File: src/rtl/vote_entry_fsm.sv
// Ballot-box voter entry controller.
// Synchronizes keypad and buttons, assembles a two-digit candidate code, holds it
// for review and, on confirm, issues exactly one classified count pulse plus a
// total pulse, followed by a lockout window that discards all button activity.
module vote_entry_fsm #(
    parameter int unsigned NUM_CAND    = 4,
    parameter int unsigned LOCK_CYCLES = 50000000
) (
    input  logic                clock,
    input  logic                reset,
    input  logic                session_open,
    input  logic [3:0]          key_digit,
    input  logic                key_press,
    input  logic                confirm_btn,
    input  logic                correct_btn,
    input  logic                blank_btn,
    output logic [NUM_CAND-1:0] vote_pulse,
    output logic                blank_pulse,
    output logic                null_pulse,
    output logic                total_pulse,
    output logic [3:0]          digit_hi,
    output logic [3:0]          digit_lo,
    output logic                show_hi,
    output logic                show_lo,
    output logic                is_blank,
    output logic                busy,
    output logic [2:0]          state
);

    // Lock counter holds LOCK_CYCLES-1 down to 0; code covers 00..99.
    localparam int unsigned CNT_W     = $clog2(LOCK_CYCLES);
    localparam int unsigned CODE_W    = 7;
    localparam int unsigned DIGIT_W   = 4;
    localparam int unsigned BTN_W     = 4;
    localparam int unsigned B_KEY     = 0;
    localparam int unsigned B_CONFIRM = 1;
    localparam int unsigned B_CORRECT = 2;
    localparam int unsigned B_BLANK   = 3;

    typedef enum logic [2:0] {
        ST_CLOSED = 3'd0,
        ST_IDLE   = 3'd1,
        ST_DIGIT1 = 3'd2,
        ST_REVIEW = 3'd3,
        ST_LOCK   = 3'd4
    } state_t;

    // Synchronizer and edge-detect storage.
    logic                 sess_s1;
    logic                 sess_s2;
    logic [BTN_W-1:0]     btn_s1;
    logic [BTN_W-1:0]     btn_s2;
    logic [BTN_W-1:0]     btn_prev;
    logic [DIGIT_W-1:0]   digit_s1;
    logic [DIGIT_W-1:0]   digit_s2;

    // Decoded single-cycle events and helpers.
    logic [BTN_W-1:0]     ev_c;
    logic                 digit_ok_c;
    logic [CODE_W-1:0]    code_c;

    // FSM register and next-state / next-output values.
    state_t               state_q;
    state_t               state_d;
    logic [CNT_W-1:0]     cnt_q;
    logic [CNT_W-1:0]     cnt_d;
    logic [NUM_CAND-1:0]  vote_d;
    logic                 blank_d;
    logic                 null_d;
    logic                 total_d;
    logic [DIGIT_W-1:0]   digit_hi_d;
    logic [DIGIT_W-1:0]   digit_lo_d;
    logic                 show_hi_d;
    logic                 show_lo_d;
    logic                 is_blank_d;
    logic                 busy_d;
    logic                 clear_entry;

    // Two-flop synchronizers for every asynchronous input, plus edge-detect history.
    always_ff @(posedge clock or posedge reset) begin
        if (reset) begin
            sess_s1  <= 1'b0;
            sess_s2  <= 1'b0;
            btn_s1   <= '0;
            btn_s2   <= '0;
            btn_prev <= '0;
            digit_s1 <= '0;
            digit_s2 <= '0;
        end else begin
            sess_s1  <= session_open;
            sess_s2  <= sess_s1;
            btn_s1   <= {blank_btn, correct_btn, confirm_btn, key_press};
            btn_s2   <= btn_s1;
            btn_prev <= btn_s2;
            digit_s1 <= key_digit;
            digit_s2 <= digit_s1;
        end
    end

    // Rising-edge events, digit validity and the two-digit code under review.
    assign ev_c       = btn_s2 & ~btn_prev;
    assign digit_ok_c = (digit_s2 <= 4'd9);
    assign code_c     = CODE_W'(digit_hi) * CODE_W'(10) + CODE_W'(digit_lo);

    // Next-state, next-output and lock counter decisions.
    always_comb begin
        state_d     = state_q;
        cnt_d       = cnt_q;
        vote_d      = '0;
        blank_d     = 1'b0;
        null_d      = 1'b0;
        total_d     = 1'b0;
        digit_hi_d  = digit_hi;
        digit_lo_d  = digit_lo;
        show_hi_d   = show_hi;
        show_lo_d   = show_lo;
        is_blank_d  = is_blank;
        clear_entry = 1'b0;

        if (!sess_s2) begin
            // Closing the session overrides everything, including a pending confirm.
            state_d     = ST_CLOSED;
            cnt_d       = '0;
            clear_entry = 1'b1;
        end else begin
            case (state_q)
                ST_CLOSED: begin
                    state_d     = ST_IDLE;
                    clear_entry = 1'b1;
                end
                ST_IDLE: begin
                    if (ev_c[B_BLANK]) begin
                        is_blank_d = 1'b1;
                        state_d    = ST_REVIEW;
                    end else if (ev_c[B_KEY] && digit_ok_c) begin
                        digit_hi_d = digit_s2;
                        show_hi_d  = 1'b1;
                        state_d    = ST_DIGIT1;
                    end
                end
                ST_DIGIT1: begin
                    if (ev_c[B_CORRECT]) begin
                        clear_entry = 1'b1;
                        state_d     = ST_IDLE;
                    end else if (ev_c[B_KEY] && digit_ok_c) begin
                        digit_lo_d = digit_s2;
                        show_lo_d  = 1'b1;
                        state_d    = ST_REVIEW;
                    end
                end
                ST_REVIEW: begin
                    if (ev_c[B_CORRECT]) begin
                        clear_entry = 1'b1;
                        state_d     = ST_IDLE;
                    end else if (ev_c[B_CONFIRM]) begin
                        // Classify: blank flag or code 00 is blank, 1..NUM_CAND a candidate.
                        if (is_blank || (code_c == '0)) begin
                            blank_d = 1'b1;
                        end else if (code_c > CODE_W'(NUM_CAND)) begin
                            null_d = 1'b1;
                        end else begin
                            for (int unsigned i = 0; i < NUM_CAND; i++) begin
                                if (code_c == CODE_W'(i + 1)) begin
                                    vote_d[i] = 1'b1;
                                end
                            end
                        end
                        total_d     = 1'b1;
                        clear_entry = 1'b1;
                        cnt_d       = CNT_W'(LOCK_CYCLES - 1);
                        state_d     = ST_LOCK;
                    end
                end
                ST_LOCK: begin
                    // Events are simply not looked at here, so nothing queues up.
                    if (cnt_q == '0) begin
                        state_d = ST_IDLE;
                    end else begin
                        cnt_d = cnt_q - CNT_W'(1);
                    end
                end
                default: begin
                    state_d     = ST_CLOSED;
                    cnt_d       = '0;
                    clear_entry = 1'b1;
                end
            endcase
        end

        if (clear_entry) begin
            digit_hi_d = '0;
            digit_lo_d = '0;
            show_hi_d  = 1'b0;
            show_lo_d  = 1'b0;
            is_blank_d = 1'b0;
        end

        busy_d = (state_d == ST_LOCK);
    end

    // State, lock counter and all registered outputs.
    always_ff @(posedge clock or posedge reset) begin
        if (reset) begin
            state_q     <= ST_CLOSED;
            cnt_q       <= '0;
            vote_pulse  <= '0;
            blank_pulse <= 1'b0;
            null_pulse  <= 1'b0;
            total_pulse <= 1'b0;
            digit_hi    <= '0;
            digit_lo    <= '0;
            show_hi     <= 1'b0;
            show_lo     <= 1'b0;
            is_blank    <= 1'b0;
            busy        <= 1'b0;
        end else begin
            state_q     <= state_d;
            cnt_q       <= cnt_d;
            vote_pulse  <= vote_d;
            blank_pulse <= blank_d;
            null_pulse  <= null_d;
            total_pulse <= total_d;
            digit_hi    <= digit_hi_d;
            digit_lo    <= digit_lo_d;
            show_hi     <= show_hi_d;
            show_lo     <= show_lo_d;
            is_blank    <= is_blank_d;
            busy        <= busy_d;
        end
    end

    assign state = state_q;

endmodule

File: config.mk
export PLATFORM = sky130hd
export DESIGN_NAME = vote_entry_fsm
export DESIGN_NICKNAME = d
export VERILOG_FILES = /design/src/rtl/vote_entry_fsm.sv
export SDC_FILE = /design/constraint.sdc
export NUM_CORES = 1
export LEC_CHECK = 0
export ABC_AREA = 1
export CORE_ASPECT_RATIO = 2
export CORE_MARGIN = 10
export CORE_UTILIZATION = 40
export CTS_BUF_LIST = sky130_fd_sc_hd__clkbuf_4 sky130_fd_sc_hd__clkbuf_8 sky130_fd_sc_hd__clkbuf_16
export DETAILED_ROUTE_END_ITERATION = 10
export GPL_TIMING_DRIVEN = 0
export PLACE_DENSITY = 0.58
export SYNTH_ARGS = -nofsm -noshare
export SYNTH_HDL_FRONTEND = slang
export SYNTH_SLANG_ARGS = --single-unit
File: constraint.sdc
create_clock -name clock -period 3.7 [get_ports clock]
set_input_delay 1.11 -clock clock [delete_from_list [all_inputs] [get_ports clock]]
set_output_delay 1.11 -clock clock [all_outputs]
set_load 0.005 [all_outputs]
Word-level counts from Yosys, hierarchy flattened
Cells that the tools add are included.
Operators by class
  add/sub/neg operators: 2
  muxes and demuxes: 65
  order comparisons: 2
  equality and inequality tests: 15
  reductions and logical operators: 16
  $mul: 1
  bitwise gates (word level): 2
Operator list (count)
  26-bit two-way mux: 4
  26-bit case mux with 3 select lines: 1
  4-bit two-way mux: 15
  1-bit two-way mux: 35
  26-bit zero test: 1
  26-bit by 1-bit subtractor with 26-bit output (second input constant): 1
  3-bit two-way mux: 8
  3-bit case mux with 5 select lines: 1
  7-bit by 2-bit == test with 1-bit output (second input constant): 2
  4-bit AND reduction: 3
  2-bit nonzero test: 5
  3-bit inequality test (second input constant): 3
  7-bit by 4-bit adder with 7-bit output: 1
  7-bit by 1-bit == test with 1-bit output (second input constant): 1
  7-bit by 3-bit == test with 1-bit output (second input constant): 1
  7-bit by 3-bit greater-than comparator with 1-bit output (second input constant): 1
  7-bit zero test: 1
  3-bit by 2-bit == test with 1-bit output (second input constant): 2
  3-bit == test (second input constant): 2
  4-bit by 3-bit multiplier with 6-bit output (second input constant): 1
  4-bit bitwise AND: 1
  4-bit <= comparator (second input constant): 1
  2-bit by 1-bit inequality test with 1-bit output (second input constant): 2
  4-bit inverter: 1
  9 further kinds: 9
Storage, ports and cells
  logic and storage cells: 122
  flip-flop bits (word level): 70
  bits of input ports: 11
  output and inout port bits: 22

Depth between registers and ports, before layout
Gate-level depths: netlist of the first run.
  word-level depth: 10
  mapped depth: 13
  mapped depth without buffers: 12

Least setup slack after synthesis of the first run
Ideal clock, no wire load.
  kind: register -> register
  start: reg digit_hi[1]
  end: reg vote_pulse[0]
  buffers on the path: 0
  required time: 3.582 ns
  setup time: 0.118 ns
  data arrival time: 2.244 ns
  period minus slack after synthesis: 2.362 ns
  path slack: 1.338 ns
  cell stages (with the launch flop): 13
  path through: dfrtp_1 > ha_1 > ha_1 > inv_1 > fa_1 > nor2_1 > nand2_1 > nand2_1 > nand2_1 > nor2_1 > nand3_1 > nand2_1 > nor2_1
On the way
  word-level cells in the longest chain between the ends: 10
  elaborated cells on any way between the ends: 13
  classes of those cells: 1 x add/sub; 1 x mul; 1 x order compare; 1 x eq/ne; 7 x mux; 2 x reduce/logical
Ends and longest elaborated chain
  start: declaration: line 21  | output logic [3:0] digit_hi,
  start signal: assignment: line 223  | digit_hi <= digit_hi_d;
  4-bit by 3-bit multiplier with 6-bit output *: line 103  | assign code_c = CODE_W'(digit_hi) * CODE_W'(10) + CODE_W'(digit_lo);
  7-bit by 4-bit adder with 7-bit output *: line 103
  branches (longest 3 deep; another with 7-bit by 3-bit greater-than comparator with 1-bit output)
  4-bit two-way mux *: line 157  | if (is_blank || (code_c == '0)) begin
  4-bit two-way mux *: line 155  | end else if (ev_c[B_CONFIRM]) begin
  4-bit two-way mux *: line 152  | if (ev_c[B_CORRECT]) begin
  4-bit two-way mux *: line 126  | case (state_q)
  4-bit two-way mux *: line 120  | if (!sess_s2) begin
  named net vote_d[0]: line 67  | logic [NUM_CAND-1:0] vote_d;
  end signal: assignment: line 219  | vote_pulse <= vote_d;
  end: declaration: line 17  | output logic [NUM_CAND-1:0] vote_pulse,
Mark *: on every way through the listed nets, which the timed path passes.
A chain may end at the register's enable or synchronous reset.

Final worst setup path of the first run
  start: reg digit_hi[1]
  end: reg vote_pulse[1]
On the way
  word-level cells in the longest chain between the ends: 10
  elaborated cells on any way between the ends: 13
  classes of those cells: 1 x add/sub; 1 x mul; 1 x order compare; 1 x eq/ne; 7 x mux; 2 x reduce/logical
Ends and longest elaborated chain (line)
  4-bit by 3-bit multiplier with 6-bit output *: 103
  7-bit by 4-bit adder with 7-bit output *: 103
  branches (longest 3 deep; another with 7-bit by 3-bit greater-than comparator with 1-bit output)
  4-bit two-way mux *: 157
  4-bit two-way mux *: 155
  4-bit two-way mux *: 152
  4-bit two-way mux *: 126
  4-bit two-way mux *: 120
  named net vote_d[1]: 67
Marked as above.

==> results.md, run 1 <==
- # resized after CTS: 0
- Worst Max-Slew Pin Slew: roughly 860 ps
- Final Power: 1.91 mW
- Dominant synthesized flop cell: dfrtp_1
- CP Capture Type: register
- Area Growth Syn to Fin: 20.8%
- CTS Root Cell: clkbuf_16
- ANT cells: 0
- Yosys cell types: 29
- VDD IR-drop max: 0.000195 V
- Setup CP Type: reg -> reg
- Most frequent cells in the layout: nand2_1 (137), nand3_1 (71), dfrtp_1 (70)
- Synthesized cell area: 3760 µm²
- Routability cong.: between 0.9 and 1
- Post-Route WL: around 9.8 mm
- Routed wire per std cell: approximately 15 µm
- Crit path DAT: 2980 ps
- CORE AREA: ~9000 µm²
- Total track usage: 14.9%
- Sequential share of the synthesized area: 46.6%
- Yosys warnings: 0
- Post-Synthesis Cells: 495
- Final hold violation count: 0
- Layout fillers: approximately 940
- Pre-CTS WS: ~920 ps
- CP max stage cell: dfrtp_1
- Ys async rst share: 100%
- Final setup violation count: 0
- Slew HR: approximately 43%
- Fin cells: 647
- Clk slew on worst S/H paths: 60 ps
- DR DRC count: 0
- Total negative slack: 0 ps
- Post-route cell area: 4540 µm²
- Placed inst area: 4210 µm²
- TritonCTS clock tree: built
- Finished Core Util: 49.1%
- Post-CTS Setup Inserts: 0
- Worst-case clock skew: 6.88 ps
- Synth area leader: dfrtp_1
- DRT antenna net count: 0
- Vias: 3333
- Fin nets: 558
- Placed Cells: 631
- Mapped Nets: ~500
- Avg Inst Size Synth: 7.59 µm²
- P per Cell Area: 421 nW/µm²
- Final min period: 2760 ps
- Max incr delay on CP: 450 ps
- Largest net degree at the start of global routing: 71
- H-tree levels: 3
- Post-DP HPWL: 7.61 mm
- CTS max path bufs: 2
- Number of enable flip-flop cells after synthesis: 0
- Num rows: 50
- Crit path top cell by count: nand2_1
- Area of the multi-input gates: about 1700 µm²
- Max Slew Vio Count: 0
- Period utilization: about three quarters
- Antenna violations before repair: 0
- CP startpoint kind: register
- Clock sinks: 70
- Status: finished clean
- P_leak: around 2.4 nW
- Share of the synthesized area in the top cell type: 46.6%
- Clk Latency, worst-skew pair: 330 ps
- First-pass DRT Iterations: 5
- Initial Util: 40.6%
- GRT Residual Overflow: 0
- Port buffer count: 32
- Fmax: roughly 360 MHz
- Hold WS: 348 ps
- Initial drt markers: 183
- IO Count: 33
- Die area: 13900 µm²
- Most common cell after layout, fill and taps aside: nand2_1
- Fraction of layout cells with a size suffix above 1: 7.18%
- Cts bufs inserted: 9
- Die width: 88.5 µm
- FF+latch count, synth: 70
- Vias in the first global route: 3260
- Hold Buf Count CTS: 0
- Unrepaired setup endpoints after global routing: no
- Die Y: 157 µm
- Synth top area cells: dfrtp_1 (47%), nand2_1 (14%), nand3_1 (9.5%), nor2_1 (6.9%), inv_1 (4.7%)
- Critical Path Fanout Max: 7
- PnR worst setup slack: between 900 and 1000 ps
- Max_cap viols: 0
- Hold crit path type: reg -> reg
- Data required, critical path: 3920 ps
- Via density: 5.15
- First-pass GRT wire length: around 16 mm
- Crit path cell chain: ha_1 -> ha_1 -> inv_1 -> fa_1 -> nor2_1 -> nand2_1 -> nand2_1 -> nand2_1 -> nor2_1 -> nand3_1 -> nand2_1 -> nor2_1
- Seq. cell area: 1750 µm²
cell type report:
cell class                 count  share of cell area (%)
buffer                        13                    1.82
clock buffer                   9                    4.96
clock inverter                 7                    2.31
inverter                      49                    4.10
multi-input combinational    363                    38.3
sequential                    70                    38.6
tap                          104                    2.87
timing repair buffer          32                    7.05
sequential cells by signal, indices dropped and copies added, names as in the netlist, 3 cells and up:
signal / flops
btn_prev: 4
btn_s1: 4
btn_s2: 4
cnt_q: 26
digit_hi: 4
digit_lo: 4
digit_s1: 4
digit_s2: 4
state: 3
vote_pulse: 4
power by group:
part | switching [mW] | internal, mW | leakage, nW | total (mW)
Clock | 0.349 | 0.600 | 0.159 | 0.949
Combinational | 0.110 | 0.0604 | 1.34 | 0.170
Sequential | 0.0119 | 0.783 | 0.925 | 0.795
Total | 0.470 | 1.44 | 2.42 | 1.91
logic make-up after synthesis:
family          synth area share [%]
simple gates                    36.0
flops                           46.6
compound gates                  4.86
buf+inv                         7.09
xor+xnor                        2.10
fa+ha+maj                       3.40
synthesized netlist by cell type (5+ instances only):
cell type / n
a21oi_1: 16
clkbuf_1: 5
dfrtp_1: 70
ha_1: 7
inv_1: 47
nand2_1: 137
nand3_1: 71
nand4_1: 9
nor2_1: 69
nor2_2: 6
nor3_1: 7
o21ai_0: 13
xor2_1: 5
per-layer routing:
layer / global-route usage, % / share of wire [%]
met4: 8.68 / 4.4
met5: 0 / 0
met3: 2.33 / 4.2
met2: 29.1 / 57
met1: 13.4 / 34
critical path, delay by kind of cell, from the launching register on:
kind / cells / cell delay [ps]
fa+ha+maj: 3 / 960
buf+inv: 1 / 60
simple gates: 8 / 1160
flops: 1 / 450
path summary, 6_finish.rpt:
check	start	to	slack, ps	depth (start not counted)
max in group asynchronous	reset	cnt_q[13]	1810	2
worst max register to register	digit_hi[1]	vote_pulse[1]	940	12
worst min-delay path	digit_s1[0]	digit_s2[0]	350	0
worst max-delay path	digit_hi[1]	vote_pulse[1]	940	12
worst min register to register	digit_s1[0]	digit_s2[0]	350	0
min in group asynchronous	reset	btn_prev[3]	1300	2
Note: power is estimated with default switching activity, not from simulation.
==> inputs of run 2 (changes only) <==
clock period = 2.6 ns   (was 3.7 ns; I/O delays follow)
==> run 2 against run 1 <==
Compared with the run above:
- clock power up 42%
- register-to-register slack worse by 790 ps
- die area unchanged
- wire length rose by 0.19%
- largest power group unchanged
- via count rose by 0.96%
- sequential share of layout area decreased by 0.24 points
- first-iteration DRC count down 14%
- maximum frequency grew 13%
- worst hold slack barely moved
- critical path depth is the same
==> results.md, run 2 (same netlist as run 1, synthesis figures left out) <==
- Vias: 3365 (+0.96%)
- Flop pwr share: 41.5% (about the same)
- Max Slew Vio Count: 0 (unchanged)
- Fmax: 408 MHz (+13%)
- Hold endpoint: btn_s2[0]
- Num rows: 50 (unchanged)
- Unrepaired setup endpoints after global routing: no
- P per Cell Area: 596 nW/µm² (+41%)
- Fin nets: 561 (+0.54%)
- TritonCTS clock tree: built
- Clk slew on worst S/H paths: 60 ps (about the same)
- Net load switching power: 669 µW (+42%)
- CTS max path bufs: 2 (unchanged)
- Port buffer count: 32 (unchanged)
- Flop2flop setup slack: 150 ps (-790 ps)
- Largest net degree at the start of global routing: 71 (unchanged)
- Fraction of layout cells with a size suffix above 1: 8.06% (+0.88 points)
- Routed wire per std cell: 15.1 µm (-0.27%)
- Die width: 88.5 µm (unchanged)
- Clock sinks: 70 (unchanged)
- R2r endpoint: vote_pulse[1]
- Final setup violation count: 0 (unchanged)
- Sw Share: 24.5% (about the same)
- Crit path DAT: 2670 ps (-310 ps)
- Via density: 5.18 (+0.49%)
- Combinational share of power: 9.0% (about the same)
- Reg2reg path depth: 12 (unchanged)
- Clk Latency, worst-skew pair: 330 ps (about the same)
- First-pass DRT Iterations: 5 (unchanged)
- Final hold violation count: 0 (unchanged)
- ANT cells: 0 (unchanged)
- Max_cap viols: 0 (unchanged)
- CTS Root Cell: clkbuf_16
- Vias in the first global route: 3272 (+0.37%)
- Post-Route WL: 9.81 mm (+0.19%)
- Initial Util: 40.6% (unchanged)
- DR DRC count: 0 (unchanged)
- IO Count: 33 (unchanged)
- GRT Residual Overflow: 0 (unchanged)
- Setup CP Type: reg -> reg
- Total track usage: 14.9% (+0.032 points)
- Antenna violations before repair: 0 (unchanged)
- P_leak: 2.44 nW (+0.58%)
- VDD IR-drop max: 0.000277 V (+42%)
- Post-DP HPWL: 7.61 mm (unchanged)
- Biggest register: cnt_q
- Die Y: 157 µm (unchanged)
- Most common cell after layout, fill and taps aside: nand2_1
- Cell Int Power: 2.06 mW (+42%)
- DRT antenna net count: 0 (unchanged)
- First-pass GRT wire length: 15.9 mm (+0.21%)
- Layout fillers: 938 (-0.53%)
- H-tree levels: 3 (unchanged)
- Critical Path Fanout Max: 5 (-2)
- CORE AREA: 9260 µm² (unchanged)
- Status: finished clean
- Data required, critical path: 2820 ps (-1100 ps)
- CP startpoint kind: register
- Most frequent cells in the layout: nand2_1 (137), nand3_1 (71), dfrtp_1 (69)
- Clk pwr share: 49.5% (about the same)
- Area Growth Syn to Fin: 21.7%
- Initial drt markers: 158 (-14%)
- Cts bufs inserted: 9 (unchanged)
- PnR worst setup slack: 150 ps (-792 ps)
- Period utilization: 94.2% (+20 points)
- Final min period: 2450 ps (-308 ps)
- CP Capture Type: register
- Hold path depth: 0 (unchanged)
- Worst-case clock skew: 8.15 ps (+1.27 ps)
- Worst R2R Start: digit_hi[1]
- Pre-CTS WS: -179 ps (-1100 ps)
- Routability cong.: 0.903 (unchanged)
- Hold crit path type: reg -> reg
- Worst Max-Slew Pin Slew: 861 ps (-0.933 ps)
- Die area: 13900 µm² (unchanged)
- Total negative slack: 0 ps (unchanged)
- Number of flip-flops in the largest register: 26 (unchanged)
- Slew HR: 42.6% (+0.062 points)
- Hold wc startpoint: btn_s1[0]
-- run 2: cell count changes in the layout (fill, tap and decap cells not counted), sizes merged --
cell  before  now
buf        8   11
-- run 2: area by class of cell --
class | count | area, µm² | area share (%)
tap | 104 | 130 | 2.85
clock buffer | 9 | 225 | 4.92
sequential | 70 | 1750 | 38.3
buffer | 13 | 82.6 | 1.81
clock inverter | 7 | 105 | 2.30
inverter | 49 | 186 | 4.08
multi-input combinational | 363 | 1750 | 38.2
timing repair buffer | 35 | 343 | 7.50
-- run 2: timing repair --
action / CTS / global route
cloned: 0 / 0
setup endpoints to repair: 5 / 5
resized for setup: 2 / 1
pin swaps: 0 / 1
hold buffers: 0 / 0
setup buffers: 0 / 3
-- run 2: stage by stage --
stage	utilization, %	power (mW)	cell area, µm²	hold slack [ps]	cells
after floorplan	-	1.31	3760	331	495
final	49.4	2.73	4570	348	650
after global routing	49.4	2.84	4570	354	650
after detailed placement	45.5	1.40	4210	336	631
after CTS	49.1	2.76	4550	349	647
after global placement	45.5	1.39	4210	334	631
-- run 2: worst max-delay path by stage --
stage | startpoint | to | slack (ps) | cells after the start
6_report | digit_hi[1] | vote_pulse[1] | 150 | 12
5_1_grt | digit_hi[1] | vote_pulse[3] | 20 | 12
4_1_cts | digit_hi[1] | vote_pulse[1] | 50 | 12
3_3_place_gp | reset | cnt_q[12] | -1130 | 2
3_5_place_dp | digit_hi[1] | vote_pulse[1] | -180 | 12
2_1_floorplan | reset | blank_pulse | 50 | 1
-- run 2: critical path: stages, from the launching register on --
cell     delay [ps]
dfrtp_2         450
ha_1            310
ha_1            190
inv_1            60
fa_1            450
nor2_1          160
nand2_1          70
nand2_1          50
nand2_1          80
nor2_4          150
nand3_1         140
nand2_1         170
nor2_1           60
-- run 2: power by group through the flow --
stage | Sequential (mW) | Combinational, mW | Clock [mW]
2_1_floorplan | 1.15 | 0.167 | 0
3_3_place_gp | 1.15 | 0.240 | 0
3_5_place_dp | 1.15 | 0.245 | 0
4_1_cts | 1.13 | 0.246 | 1.38
5_1_grt | 1.13 | 0.277 | 1.43
6_report | 1.13 | 0.244 | 1.35
-- run 2: layer usage --
layer,wire length (µm),up-vias,GRT usage [%]
met5,0,-,0
met3,376,20,2.33
met2,5630,78,29.2
met4,443,0,8.68
met1,3360,1584,13.4
li1,-,1683,-
